## src/rtl/pwm_dec_pkg.sv

```systemverilog
// Shared types and helpers for the PWM decoder sample path.
package pwm_dec_pkg;

  localparam int DEFAULT_DATA_W = 16;

  typedef logic signed [DEFAULT_DATA_W-1:0] sample_t;
  typedef logic signed [DEFAULT_DATA_W:0]   delta_t;

  // An older-sample select may never reach past the oldest pre-shift entry.
  function automatic int clamp_sel(input int sel, input int depth);
    return (sel > depth - 2) ? depth - 2 : sel;
  endfunction

endpackage

```

## src/rtl/sample_hist_mux.sv

```systemverilog
// Combinational DEPTH:1 history selector with the select clamped to the oldest
// usable entry; shared by the delay line and the edge detector.
module sample_hist_mux
  import pwm_dec_pkg::*;
#(
  parameter  int DATA_W = DEFAULT_DATA_W,
  parameter  int DEPTH  = 4,
  localparam int SEL_W  = $clog2(DEPTH)
) (
  input  logic [DEPTH-1:0][DATA_W-1:0] hist_i,
  input  logic [SEL_W-1:0]             sel_i,
  output logic [SEL_W-1:0]             eff_sel_o,
  output logic [DATA_W-1:0]            data_o
);

  always_comb begin
    eff_sel_o = SEL_W'(clamp_sel(int'(sel_i), DEPTH));
    data_o    = hist_i[eff_sel_o];
  end

endmodule

```

## src/rtl/sample_delay_line.sv

```systemverilog
// Valid-qualified history of the last DEPTH signed samples with current/prev outputs.
// Define SAMPLE_DELAY_DELTA_EN to add the registered delta_out = data_in - selected sample.
module sample_delay_line
  import pwm_dec_pkg::*;
#(
  parameter  int DATA_W = DEFAULT_DATA_W,
  parameter  int DEPTH  = 4,
  localparam int SEL_W  = $clog2(DEPTH)
) (
  input  logic                     clock,
  input  logic                     reset_n,
  input  logic signed [DATA_W-1:0] data_in,
  input  logic                     data_valid,
  input  logic                     flush,
  input  logic [SEL_W-1:0]         delay_sel,
  output logic signed [DATA_W-1:0] current_out,
  output logic signed [DATA_W-1:0] prev_out,
  output logic                     out_valid,
  output logic                     primed,
  output logic [SEL_W:0]           fill_level
`ifdef SAMPLE_DELAY_DELTA_EN
  ,
  output logic signed [DATA_W:0]   delta_out
`endif
);

  logic [DEPTH-1:0][DATA_W-1:0] hist_q, hist_d;
  logic [DATA_W-1:0]            cur_q, cur_d;
  logic [DATA_W-1:0]            prev_q, prev_d;
  logic                         valid_q, valid_d;
  logic [SEL_W:0]               fill_q, fill_d;
  logic [SEL_W-1:0]             eff_sel;
  logic [DATA_W-1:0]            sel_data;
`ifdef SAMPLE_DELAY_DELTA_EN
  logic [DATA_W:0]              delta_q, delta_d;
`endif

  sample_hist_mux #(
    .DATA_W (DATA_W),
    .DEPTH  (DEPTH)
  ) u_mux (
    .hist_i    (hist_q),
    .sel_i     (delay_sel),
    .eff_sel_o (eff_sel),
    .data_o    (sel_data)
  );

  // sel_data is read pre-shift, which is the entry eff_sel+1 once the new sample lands.
  always_comb begin
    hist_d  = hist_q;
    cur_d   = cur_q;
    prev_d  = prev_q;
    valid_d = 1'b0;
    fill_d  = fill_q;
`ifdef SAMPLE_DELAY_DELTA_EN
    delta_d = delta_q;
`endif
    if (flush) begin
      hist_d = '0;
      cur_d  = '0;
      prev_d = '0;
      fill_d = '0;
`ifdef SAMPLE_DELAY_DELTA_EN
      delta_d = '0;
`endif
      if (data_valid) begin
        hist_d[0] = data_in;
        cur_d     = data_in;
        valid_d   = 1'b1;
        fill_d    = (SEL_W+1)'(1);
`ifdef SAMPLE_DELAY_DELTA_EN
        delta_d   = {data_in[DATA_W-1], data_in};
`endif
      end
    end else if (data_valid) begin
      for (int i = 1; i < DEPTH; i++) begin
        hist_d[i] = hist_q[i-1];
      end
      hist_d[0] = data_in;
      cur_d     = data_in;
      prev_d    = sel_data;
      valid_d   = 1'b1;
      if (fill_q != (SEL_W+1)'(DEPTH)) begin
        fill_d = fill_q + (SEL_W+1)'(1);
      end
`ifdef SAMPLE_DELAY_DELTA_EN
      delta_d = {data_in[DATA_W-1], data_in} - {sel_data[DATA_W-1], sel_data};
`endif
    end
  end

  always_ff @(posedge clock or negedge reset_n) begin
    if (!reset_n) begin
      hist_q  <= '0;
      cur_q   <= '0;
      prev_q  <= '0;
      valid_q <= 1'b0;
      fill_q  <= '0;
`ifdef SAMPLE_DELAY_DELTA_EN
      delta_q <= '0;
`endif
    end else begin
      hist_q  <= hist_d;
      cur_q   <= cur_d;
      prev_q  <= prev_d;
      valid_q <= valid_d;
      fill_q  <= fill_d;
`ifdef SAMPLE_DELAY_DELTA_EN
      delta_q <= delta_d;
`endif
    end
  end

  // primed follows the live delay_sel, not the one captured at the last accept.
  assign primed      = fill_q >= ({1'b0, eff_sel} + (SEL_W+1)'(2));
  assign current_out = cur_q;
  assign prev_out    = prev_q;
  assign out_valid   = valid_q;
  assign fill_level  = fill_q;
`ifdef SAMPLE_DELAY_DELTA_EN
  assign delta_out   = delta_q;
`endif

endmodule

```

## config.mk

```make
export PLATFORM = sky130hd
export DESIGN_NAME = sample_delay_line
export DESIGN_NICKNAME = d
export VERILOG_FILES = /design/src/rtl/pwm_dec_pkg.sv /design/src/rtl/sample_hist_mux.sv /design/src/rtl/sample_delay_line.sv
export SDC_FILE = /design/constraint.sdc
export NUM_CORES = 1
export LEC_CHECK = 0
export CORE_MARGIN = 2
export CORE_UTILIZATION = 61
export DETAILED_ROUTE_END_ITERATION = 6
export DONT_BUFFER_PORTS = 1
export HOLD_SLACK_MARGIN = 0.06
export PLACE_DENSITY_LB_ADDON = 0.3
export SKIP_CTS_REPAIR_TIMING = 1
export SLEW_MARGIN = 20
export SYNTH_ARGS = -nofsm -noshare
export SYNTH_HDL_FRONTEND = slang
export SYNTH_SLANG_ARGS = --single-unit
```

## constraint.sdc

```tcl
create_clock -name clock -period 2.8 [get_ports clock]
set_input_delay 0.28 -clock clock [delete_from_list [all_inputs] [get_ports clock]]
set_output_delay 0.28 -clock clock [all_outputs]
set_load 0.01 [all_outputs]
```

==> reports/metrics.yaml, run 1 <==
outcome: "finished clean"
yosysUniqueCellTypes: 26
vias: 2047
yosys_warnings: 0
synth_nets: 318
nets: 294
io_pins: 59
fp.coreArea_um2: 5070
rows: 26
period_share_pct: 62.0
p_total_uw: 2050
vdd_drop_max_v: 0.000420
io_buffers: 0
grt_pass1_wl_mm: 10.3
ant_nets: 0
syn_area_um2: 3200
cts_tree: "built"
cp.depth: 3
gp_congestion: 0.731
synth_edf_count: 0
synth-seq-area-share_pct: 53.1
viasPerCell: 5.97
finalMaxSlewViolations: 0
cap_violations: 0
syn_area_per_cell_um2: 11.0
fin_worst_skew_ps: 8.43
powerDensity_nw_per_um2: 625
r2r-start: "fill_level[0]$_DFFE_PN0P_"
worstPathArrival_ps: 1460
antenna_found_initial: 0
wl_per_cell_um: 18.6
ff2ff_path_depth: 5
cp_cell_sequence: "ha_1 > nor4b_1 > o21bai_1"
hold_viol_final: 0
synth_top_area_cell: "dfrtp_1"
numCtsBuffers: 9
die_x_um: 76.5
worstHoldPathType: "input port to flip-flop"
path_clk_slew_ps: 70
clock_power_share_pct: 38.9
clkLatencyLatePin_ps: 330
fin_hold_ws_ps: 65.0
ys_top_cells_by_area: "dfrtp_1, mux2i_1, o21ai_1, buf_4, a32oi_1"
setup_tns_ps: 0
cts_sinks: 68
cts-root-buf: "clkbuf_8"
setup_viol: 0
slowest_stage: "dfrtp_1"
internal_power_uw: 1540
grt_overflow: 0
p_sw_share_pct: 24.6
fin_crit_ps: 1740
synth_top_area_share_pct: 53.1
ys.flop_type: "dfrtp_1"
p_seq_share_pct: 53.2
clockBufferDepth: 2
grt_pass1_vias: 1992
ys_seq_elements: 68
antennaDiodeCount: 0
critPathBufInv: 0
synth_common_cells: "dfrtp_1, mux2i_1, nand2_1, nor2_1, o21ai_1"
worstSetupStartpoint: "fill_level[1]$_DFFE_PN0P_"
first_pass_iters: 4
max_clock_freq_mhz: 576
hpwl_mm: 3.51
htreeDepth: 3
initialDrtViolationCount: 130
power_switching_uw: 505
crit_type: "flip-flop to output port"
dieArea_um2: 5850
r2r-end: "fill_level[1]$_DFFE_PN0P_"
layout-drive-gt1-share_pct: 7.33
endpoint: "primed"
rrSetupSlack_ps: 1380
drc_errors: 0
hold_start: "data_in[15]"
placed_cell_area_um2: 3010
end_kind: "output port"
critPathRequiredTime_ps: 2520
drt-total-wl_mm: 6.38
grt_usage_pct: 22.7
die_height_um: 76.5
critPathTopFamily: "flip-flops"
cpPeakStageDelay_ps: 470
leakage_uw: 0.00158
start_kind: "flip-flop"
syn2layout_area_growth_pct: 2.23
fin_area_um2: 3270
maxSlewHeadroom_pct: 36.6
worst_pin_slew_ps: 950
synthMostInstantiatedCell: "dfrtp_1"
rsz0062_at_grt: "no"
grt_start_max_net_pins: 74
cp_max_fo: 5
synth-async-reset-ratio_pct: 100
synthCells: 292
start_util_pct: 63.1
p_comb_share_pct: 8.0
==> cells in the final DEF (no fill, tap or decap), types with 2 or more instances in the layout <==
master,count
dfrtp_1,68
mux2i_1,49
nand2_1,33
nor2_1,33
o21ai_1,32
a32oi_1,16
clkbuf_8,14
inv_1,4
ha_1,4
clkbuf_1,2
dlygate4sd3_1,2
==> cells by family after synthesis <==
kind of cell | after synthesis | synth area share [%]
AO/OA/AOI/OAI | 54 | 10.6
adder cells (fa/ha/maj) | 4 | 1.56
buffers and inverters | 43 | 9.34
flip-flops | 68 | 53.1
multiplexers | 49 | 15.3
AND/OR/NAND/NOR | 74 | 10.1
==> how the worst min path moves through the flow <==
stage                                     end  cells after the start
finish                 hist_q[15]$_DFFE_PN0P_                      2
global route            hist_q[3]$_DFFE_PN0P_                      2
global placement    fill_level[0]$_DFFE_PN0P_                      0
CTS                       out_valid$_DFF_PN0_                      0
floorplan           fill_level[0]$_DFFE_PN0P_                      0
detailed placement        out_valid$_DFF_PN0_                      0
==> area by class of cell <==
type                            count  area (µm²)
Multi-Input combinational cell    181        1200
Inverter                            4        15.0
Tap cell                           70        87.6
Sequential cell                    68        1700
Clock buffer                       16         200
Timing Repair Buffer                4        67.6
Fill cell                         420        1800
==> flip-flops by register name, summed over array words and instances (netlist names) <==
register / flops
fill_level: 3
hist_q: 48
out_valid: 1
prev_out: 16
==> worst reg2reg max path: cells and delay by family (launching register included) <==
kind	cells	cell delay (ps)
buffers and inverters	1	110
multiplexers	1	210
adder cells (fa/ha/maj)	1	240
AO/OA/AOI/OAI	1	250
AND/OR/NAND/NOR	1	50
flip-flops	1	440
==> power groups by stage <==
stage          clock network, µW  logic, µW  registers, µW
3_5_place_dp                   0        124           1110
5_1_grt                      857        186           1100
3_3_place_gp                   0        119           1110
4_1_cts                      811        124           1090
2_1_floorplan                  0        182           1080
6_report                     796        163           1090
==> stage by stage <==
| step | setup WS (ps) | utilization (%) | cells |
|---|---|---|---|
| floorplan | 1510 | - | 292 |
| global placement | 1440 | 59.2 | 323 |
| detailed placement | 1400 | 59.2 | 323 |
| CTS | 1060 | 63.2 | 339 |
| global route | 886 | 64.5 | 343 |
| finish | 1060 | 64.5 | 343 |
==> metal layers <==
metal / part of all wire [%] / global-route usage, % / vias to the layer above
met2: 48 / 33.8 / 73
met1: 43 / 30.7 / 1023
met3: 6.8 / 6.64 / 7
met4: 1.3 / 10.7 / 0
met5: 0 / 0 / -
li1: - / - / 944
Power figures use the tool's default switching activity.
==> run 2: changes to the inputs <==
--- a/config.mk
+++ b/config.mk
@@ -6,7 +6,7 @@
 export NUM_CORES = 1
 export LEC_CHECK = 0
 export CORE_MARGIN = 2
-export CORE_UTILIZATION = 61
+export CORE_UTILIZATION = 56
 export DETAILED_ROUTE_END_ITERATION = 6
 export DONT_BUFFER_PORTS = 1
 export HOLD_SLACK_MARGIN = 0.06
==> constraint.sdc (replaced) <==
create_clock -name clock -period 1.5 [get_ports clock]
set_input_delay 0.15 -clock clock [delete_from_list [all_inputs] [get_ports clock]]
set_output_delay 0.15 -clock clock [all_outputs]
set_load 0.01 [all_outputs]
==> run 2 against run 1 <==
Effect of this change: combinational power increased to 2.6 times the previous value; the flow now finishes with violations (negative hold slack, negative setup slack); die area increased by 8.4%; cell area increased by 12%; setup slack got worse by 1100 ps; power increased by 87%; largest cell class unchanged; highest routed layer unchanged; final cell count increased by 11%.
==> reports/metrics.yaml, run 2 (same netlist as run 1, synthesis figures left out) <==
start_kind: "flip-flop"
cts_tree: "built"
path_clk_slew_ps: 70  # about the same
die_height_um: 79.6  # +4.1%
violations: "negative hold slack, negative setup slack"
wl_per_cell_um: 18.0  # -3.2%
setup_tns_ps: -25.9  # -25.9 ps
cts_sinks: 68  # unchanged
worstPathArrival_ps: 1380  # -80 ps
critPathRequiredTime_ps: 1350  # -1170 ps
vias: 2192  # +7.1%
period_share_pct: 102
max_clock_freq_mhz: 655
syn2layout_area_growth_pct: 14.6
maxSlewHeadroom_pct: 38.1  # +1.5 points
htreeDepth: 3  # unchanged
leakage_uw: 0.00170  # +7.7%
initialDrtViolationCount: 184  # +42%
grt_start_max_net_pins: 74  # unchanged
cp_cell_sequence: "ha_4 > nor4b_4 > o21bai_2"
rsz0062_at_grt: "yes"
critPathTopFamily: "flip-flops"
grt_pass1_wl_mm: 10.0  # -2.4%
final_util_pct: 66.7  # +2.1 points
clockBufferDepth: 2  # unchanged
seqCellArea_um2: 1700  # +0.15%
first_pass_iters: 4  # unchanged
io_pins: 59  # unchanged
antenna_found_initial: 0  # unchanged
finalMaxSlewViolations: 0  # unchanged
fin_worst_skew_ps: 9.63  # +1.19 ps
hold_viol_final: 68  # +68
cpPeakStageDelay_ps: 470  # about the same
io_buffers: 0  # unchanged
nets: 331  # +13%
hpwl_mm: 3.50  # about the same
dieArea_um2: 6340  # +8.4%
worstHoldPathType: "input port to async pin"
final_common_cell: "dfrtp_1"
mostFrequentLayoutCells: "dfrtp_1, mux2i_1, dlygate4sd3_1"
fp.coreArea_um2: 5510  # +8.5%
worst_pin_slew_ps: 925  # -24.3 ps
antennaDiodeCount: 0  # unchanged
rows: 27  # +3.8%
fillers: 427  # +1.7%
fin_ws_ps: -25.9  # -1090 ps
viasPerCell: 5.74  # -3.8%
fin_hold_ws_ps: -500  # -565 ps
powerDensity_nw_per_um2: 1040  # +67%
cp_max_fo: 5  # unchanged
ant_nets: 0  # unchanged
layout-drive-gt1-share_pct: 9.35  # +2.0 points
multi_input_area_um2: 1250  # +4.0%
setup_viol: 1  # +1
clkLatencyLatePin_ps: 340  # about the same
cts-root-buf: "clkbuf_8"
end_kind: "output port"
slowest_stage: "dfrtp_2"
numCtsBuffers: 9  # unchanged
largest-register: "hist_q"
outcome: "complete, but fails checks"
die_x_um: 79.6  # +4.1%
crit_type: "flip-flop to output port"
grt_pass1_vias: 2035  # +2.2%
grt_overflow: 0  # unchanged
vdd_drop_max_v: 0.000606  # +44%
start_util_pct: 58.2  # -4.9 points
drt-total-wl_mm: 6.88  # +7.8%
grt_usage_pct: 20.8  # -1.9 points
drc_errors: 0  # unchanged
fin_crit_ps: 1530
critPathBufInv: 0  # unchanged
cap_violations: 0  # unchanged
largest_reg_flops: 48  # unchanged
dp_slack_ps: 163  # -1240 ps
gp_congestion: 0.728  # -0.37%
run 2: cell count changes in the layout (fill, tap and decap cells not counted), moves of 2 or more:
| cell | previous run | this run |
|---|---|---|
| dlygate4sd3_1 | 2 | 36 |
| buf_4 | 0 | 3 |
| clkbuf_8 | 14 | 12 |
| dfrtp_1 | 68 | 66 |
| dfrtp_2 | 0 | 2 |
| ha_1 | 4 | 2 |
| ha_4 | 0 | 2 |
run 2: cell type report:
| cell class | count | area share (%) |
|---|---|---|
| Clock buffer | 15 | 4.81 |
| Sequential cell | 68 | 46.4 |
| Inverter | 4 | 0.409 |
| Clock inverter | 1 | 0.136 |
| Tap cell | 72 | 2.45 |
| Multi-Input combinational cell | 181 | 34.0 |
| Timing Repair Buffer | 41 | 11.7 |
run 2: through the flow:
step	power, µW	std cells	instance area, µm²
after floorplan	2360	292	3200
after global placement	2290	328	3030
after detailed placement	2300	328	3030
after CTS	3680	344	3210
after global routing	3990	382	3670
final	3840	382	3670
run 2: path summary, 6_finish.rpt:
| kind | start | endpoint | slack (ps) | cells past startpoint |
|---|---|---|---|---|
| min | reset_n | hist_q[10]$_DFFE_PN0P_ | -500 | 0 |
| max | fill_level[1]$_DFFE_PN0P_ | primed | -30 | 3 |
| min in group clock | delay_sel[0] | prev_out[11]$_DFFE_PN0P_ | 20 | 2 |
| max reg2reg | hist_q[14]$_DFFE_PN0P_ | prev_out[14]$_DFFE_PN0P_ | 140 | 3 |
| max in group asynchronous | reset_n | hist_q[20]$_DFFE_PN0P_ | 1890 | 0 |
| min reg2reg | hist_q[37]$_DFFE_PN0P_ | hist_q[37]$_DFFE_PN0P_ | 530 | 2 |
run 2: where the power goes:
| group | leakage (µW) | internal (µW) | total, µW | switching, µW |
|---|---|---|---|---|
| Sequential | 0.000909 | 1920 | 2030 | 108 |
| Clock | 0.0000937 | 737 | 1390 | 654 |
| Combinational | 0.000700 | 217 | 416 | 199 |
run 2: layer usage:
layer | share of wire, % | vias to the layer above | GRT usage, %
met2 | 48 | 62 | 32.7
met4 | 1.3 | 0 | 7.24
met1 | 45 | 1099 | 26.9
li1 | - | 1024 | -
met5 | 0 | - | 0
met3 | 5.7 | 7 | 7.13
==> run 3: changes to the inputs <==
--- a/config.mk
+++ b/config.mk
@@ -6,7 +6,8 @@
 export NUM_CORES = 1
 export LEC_CHECK = 0
 export CORE_MARGIN = 2
-export CORE_UTILIZATION = 56
+export CORE_UTILIZATION = 59
+export CTS_BUF_LIST = sky130_fd_sc_hd__clkbuf_2
 export DETAILED_ROUTE_END_ITERATION = 6
 export DONT_BUFFER_PORTS = 1
 export HOLD_SLACK_MARGIN = 0.06
==> run 3 against run 2 <==
Effect of this change: the run still ends with negative hold slack, negative setup slack left; highest routed layer unchanged; count of clock-buffer cells in the layout decreased by 4; cell area shrank 3.9%; critical endpoint unchanged; hold slack lost 160 ps; sequential cell count unchanged; power fell by 15%; register-to-register slack got worse by 40 ps.
==> reports/metrics.yaml, run 3 (same netlist as run 1, synthesis figures left out) <==
path_clk_slew_ps: 180  # +110 ps
initialDrtViolationCount: 166  # -9.8%
critPathRequiredTime_ps: 1350  # about the same
io_buffers: 0  # unchanged
grt_usage_pct: 21.2  # +0.43 points
largest-register: "hist_q"
worstPathArrival_ps: 1550  # +170 ps
first_pass_iters: 4  # unchanged
fin_area_um2: 3530  # -3.9%
gp_congestion: 0.673  # -7.7%
mostFrequentLayoutCells: "dfrtp_1, mux2i_1, nand2_1, nor2_1, dlygate4sd3_1"
critPathBufInv: 0  # unchanged
io_pins: 59  # unchanged
grt_pass1_wl_mm: 9.96  # -0.48%
die_x_um: 77.7  # -2.4%
slowest_stage: "dfrtp_2"
maxSlewHeadroom_pct: 27.3  # -11 points
fp.coreArea_um2: 5170  # -6.1%
fin_ws_ps: -197  # -171 ps
worstHoldPathType: "input port to async pin"
p_total_uw: 3250  # -15%
drc_errors: 0  # unchanged
htreeDepth: 3  # unchanged
layout-drive-gt1-share_pct: 9.48  # +0.12 points
numCtsBuffers: 9  # unchanged
start_kind: "flip-flop"
hpwl_mm: 3.56  # +1.5%
largest_reg_flops: 48  # unchanged
leakage_uw: 0.00166  # -2.3%
nets: 328  # -0.91%
crit_type: "flip-flop to output port"
cp_max_fo: 5  # unchanged
ff2ff_path_depth: 3  # unchanged
cap_violations: 0  # unchanged
viasPerCell: 5.74  # about the same
cp.depth: 3  # unchanged
setup_tns_ps: -197  # -171 ps
period_share_pct: 113  # +11 points
drt-total-wl_mm: 6.75  # -1.8%
clockBufferDepth: 2  # unchanged
cpPeakStageDelay_ps: 510  # +40 ps
antennaDiodeCount: 0  # unchanged
ant_nets: 0  # unchanged
final_common_cell: "dfrtp_1"
grt_start_max_net_pins: 74  # unchanged
antenna_found_initial: 0  # unchanged
syn2layout_area_growth_pct: 10.2
vias: 2159  # -1.5%
wl_per_cell_um: 18.0  # -0.24%
die_height_um: 77.7  # -2.4%
worst_pin_slew_ps: 1090  # +162 ps
violations: "negative hold slack, negative setup slack"
setup_viol: 1  # unchanged
placed_cell_area_um2: 3030  # about the same
cts-root-buf: "clkbuf_2"
outcome: "complete, but fails checks"
fin_crit_ps: 1700  # +171 ps
grt_pass1_vias: 2022  # -0.64%
finalMaxSlewViolations: 0  # unchanged
rsz0062_at_grt: "yes"
fin_worst_skew_ps: 19.7  # +10.1 ps
start_util_pct: 61.9  # +3.8 points
cp_cell_sequence: "ha_4 > nor4b_4 > o21bai_2"
hold_viol_final: 68  # unchanged
clkLatencyLatePin_ps: 470  # +130 ps
cts_sinks: 68  # unchanged
fin_hold_ws_ps: -662  # -162 ps
cts_tree: "built"
rows: 26  # -3.7%
vdd_drop_max_v: 0.000801  # +32%
end_kind: "output port"
max_clock_freq_mhz: 589  # -10%
dieArea_um2: 6030  # -4.8%
powerDensity_nw_per_um2: 922  # -12%
grt_overflow: 0  # unchanged
critPathTopFamily: "flip-flops"
[run 3: layout make-up]
type,instances,area [µm²]
Fill cell,389,1640
Clock inverter,4,17.5
Sequential cell,68,1700
Multi-Input combinational cell,181,1250
Tap cell,70,87.6
Clock buffer,11,55.1
Timing Repair Buffer,38,400
Inverter,4,15.0
[run 3: worst paths after layout]
kind / startpoint / endpoint / slack [ps]
worst max-delay path: fill_level[1]$_DFFE_PN0P_ / primed / -200
min in group clock: delay_sel[1] / prev_out[9]$_DFFE_PN0P_ / 70
worst min register to register: hist_q[43]$_DFFE_PN0P_ / hist_q[43]$_DFFE_PN0P_ / 540
worst max register to register: hist_q[8]$_DFFE_PN0P_ / hist_q[24]$_DFFE_PN0P_ / 100
max in group asynchronous: reset_n / hist_q[21]$_DFFE_PN0P_ / 2030
worst min-delay path: reset_n / out_valid$_DFF_PN0_ / -660
[run 3: worst reg2reg max path: stages (launching register included)]
cell,delay (ps)
dfrtp_1,480
mux2i_1,190
dlygate4sd3_1,590
nor2_1,40
[run 3: per-stage QoR]
stage	util, %	worst slack [ps]	cells	hold slack [ps]
final	68.2	-197	376	-662
after global routing	68.2	-273	376	-698
after CTS	60.0	-298	341	-690
after detailed placement	58.6	140	326	-144
after global placement	58.6	205	326	-144
after floorplan	-	224	292	-146
[run 3: report_power, final]
part           internal [µW]  switching [µW]  leakage (µW)  total, µW
sequential              1920             110      0.000909       2030
clock                    208             602     0.0000566        810
combinational            209             205      0.000698        414
total                   2340             917       0.00166       3250
[run 3: metal layers]
metal | part of all wire [%] | GRT usage, % | vias up
met2 | 51 | 33.9 | 70
li1 | - | - | 1015
met4 | 1.0 | 10.2 | 0
met1 | 42 | 26.8 | 1066
met5 | 0 | 0 | -
met3 | 5.8 | 5.81 | 8
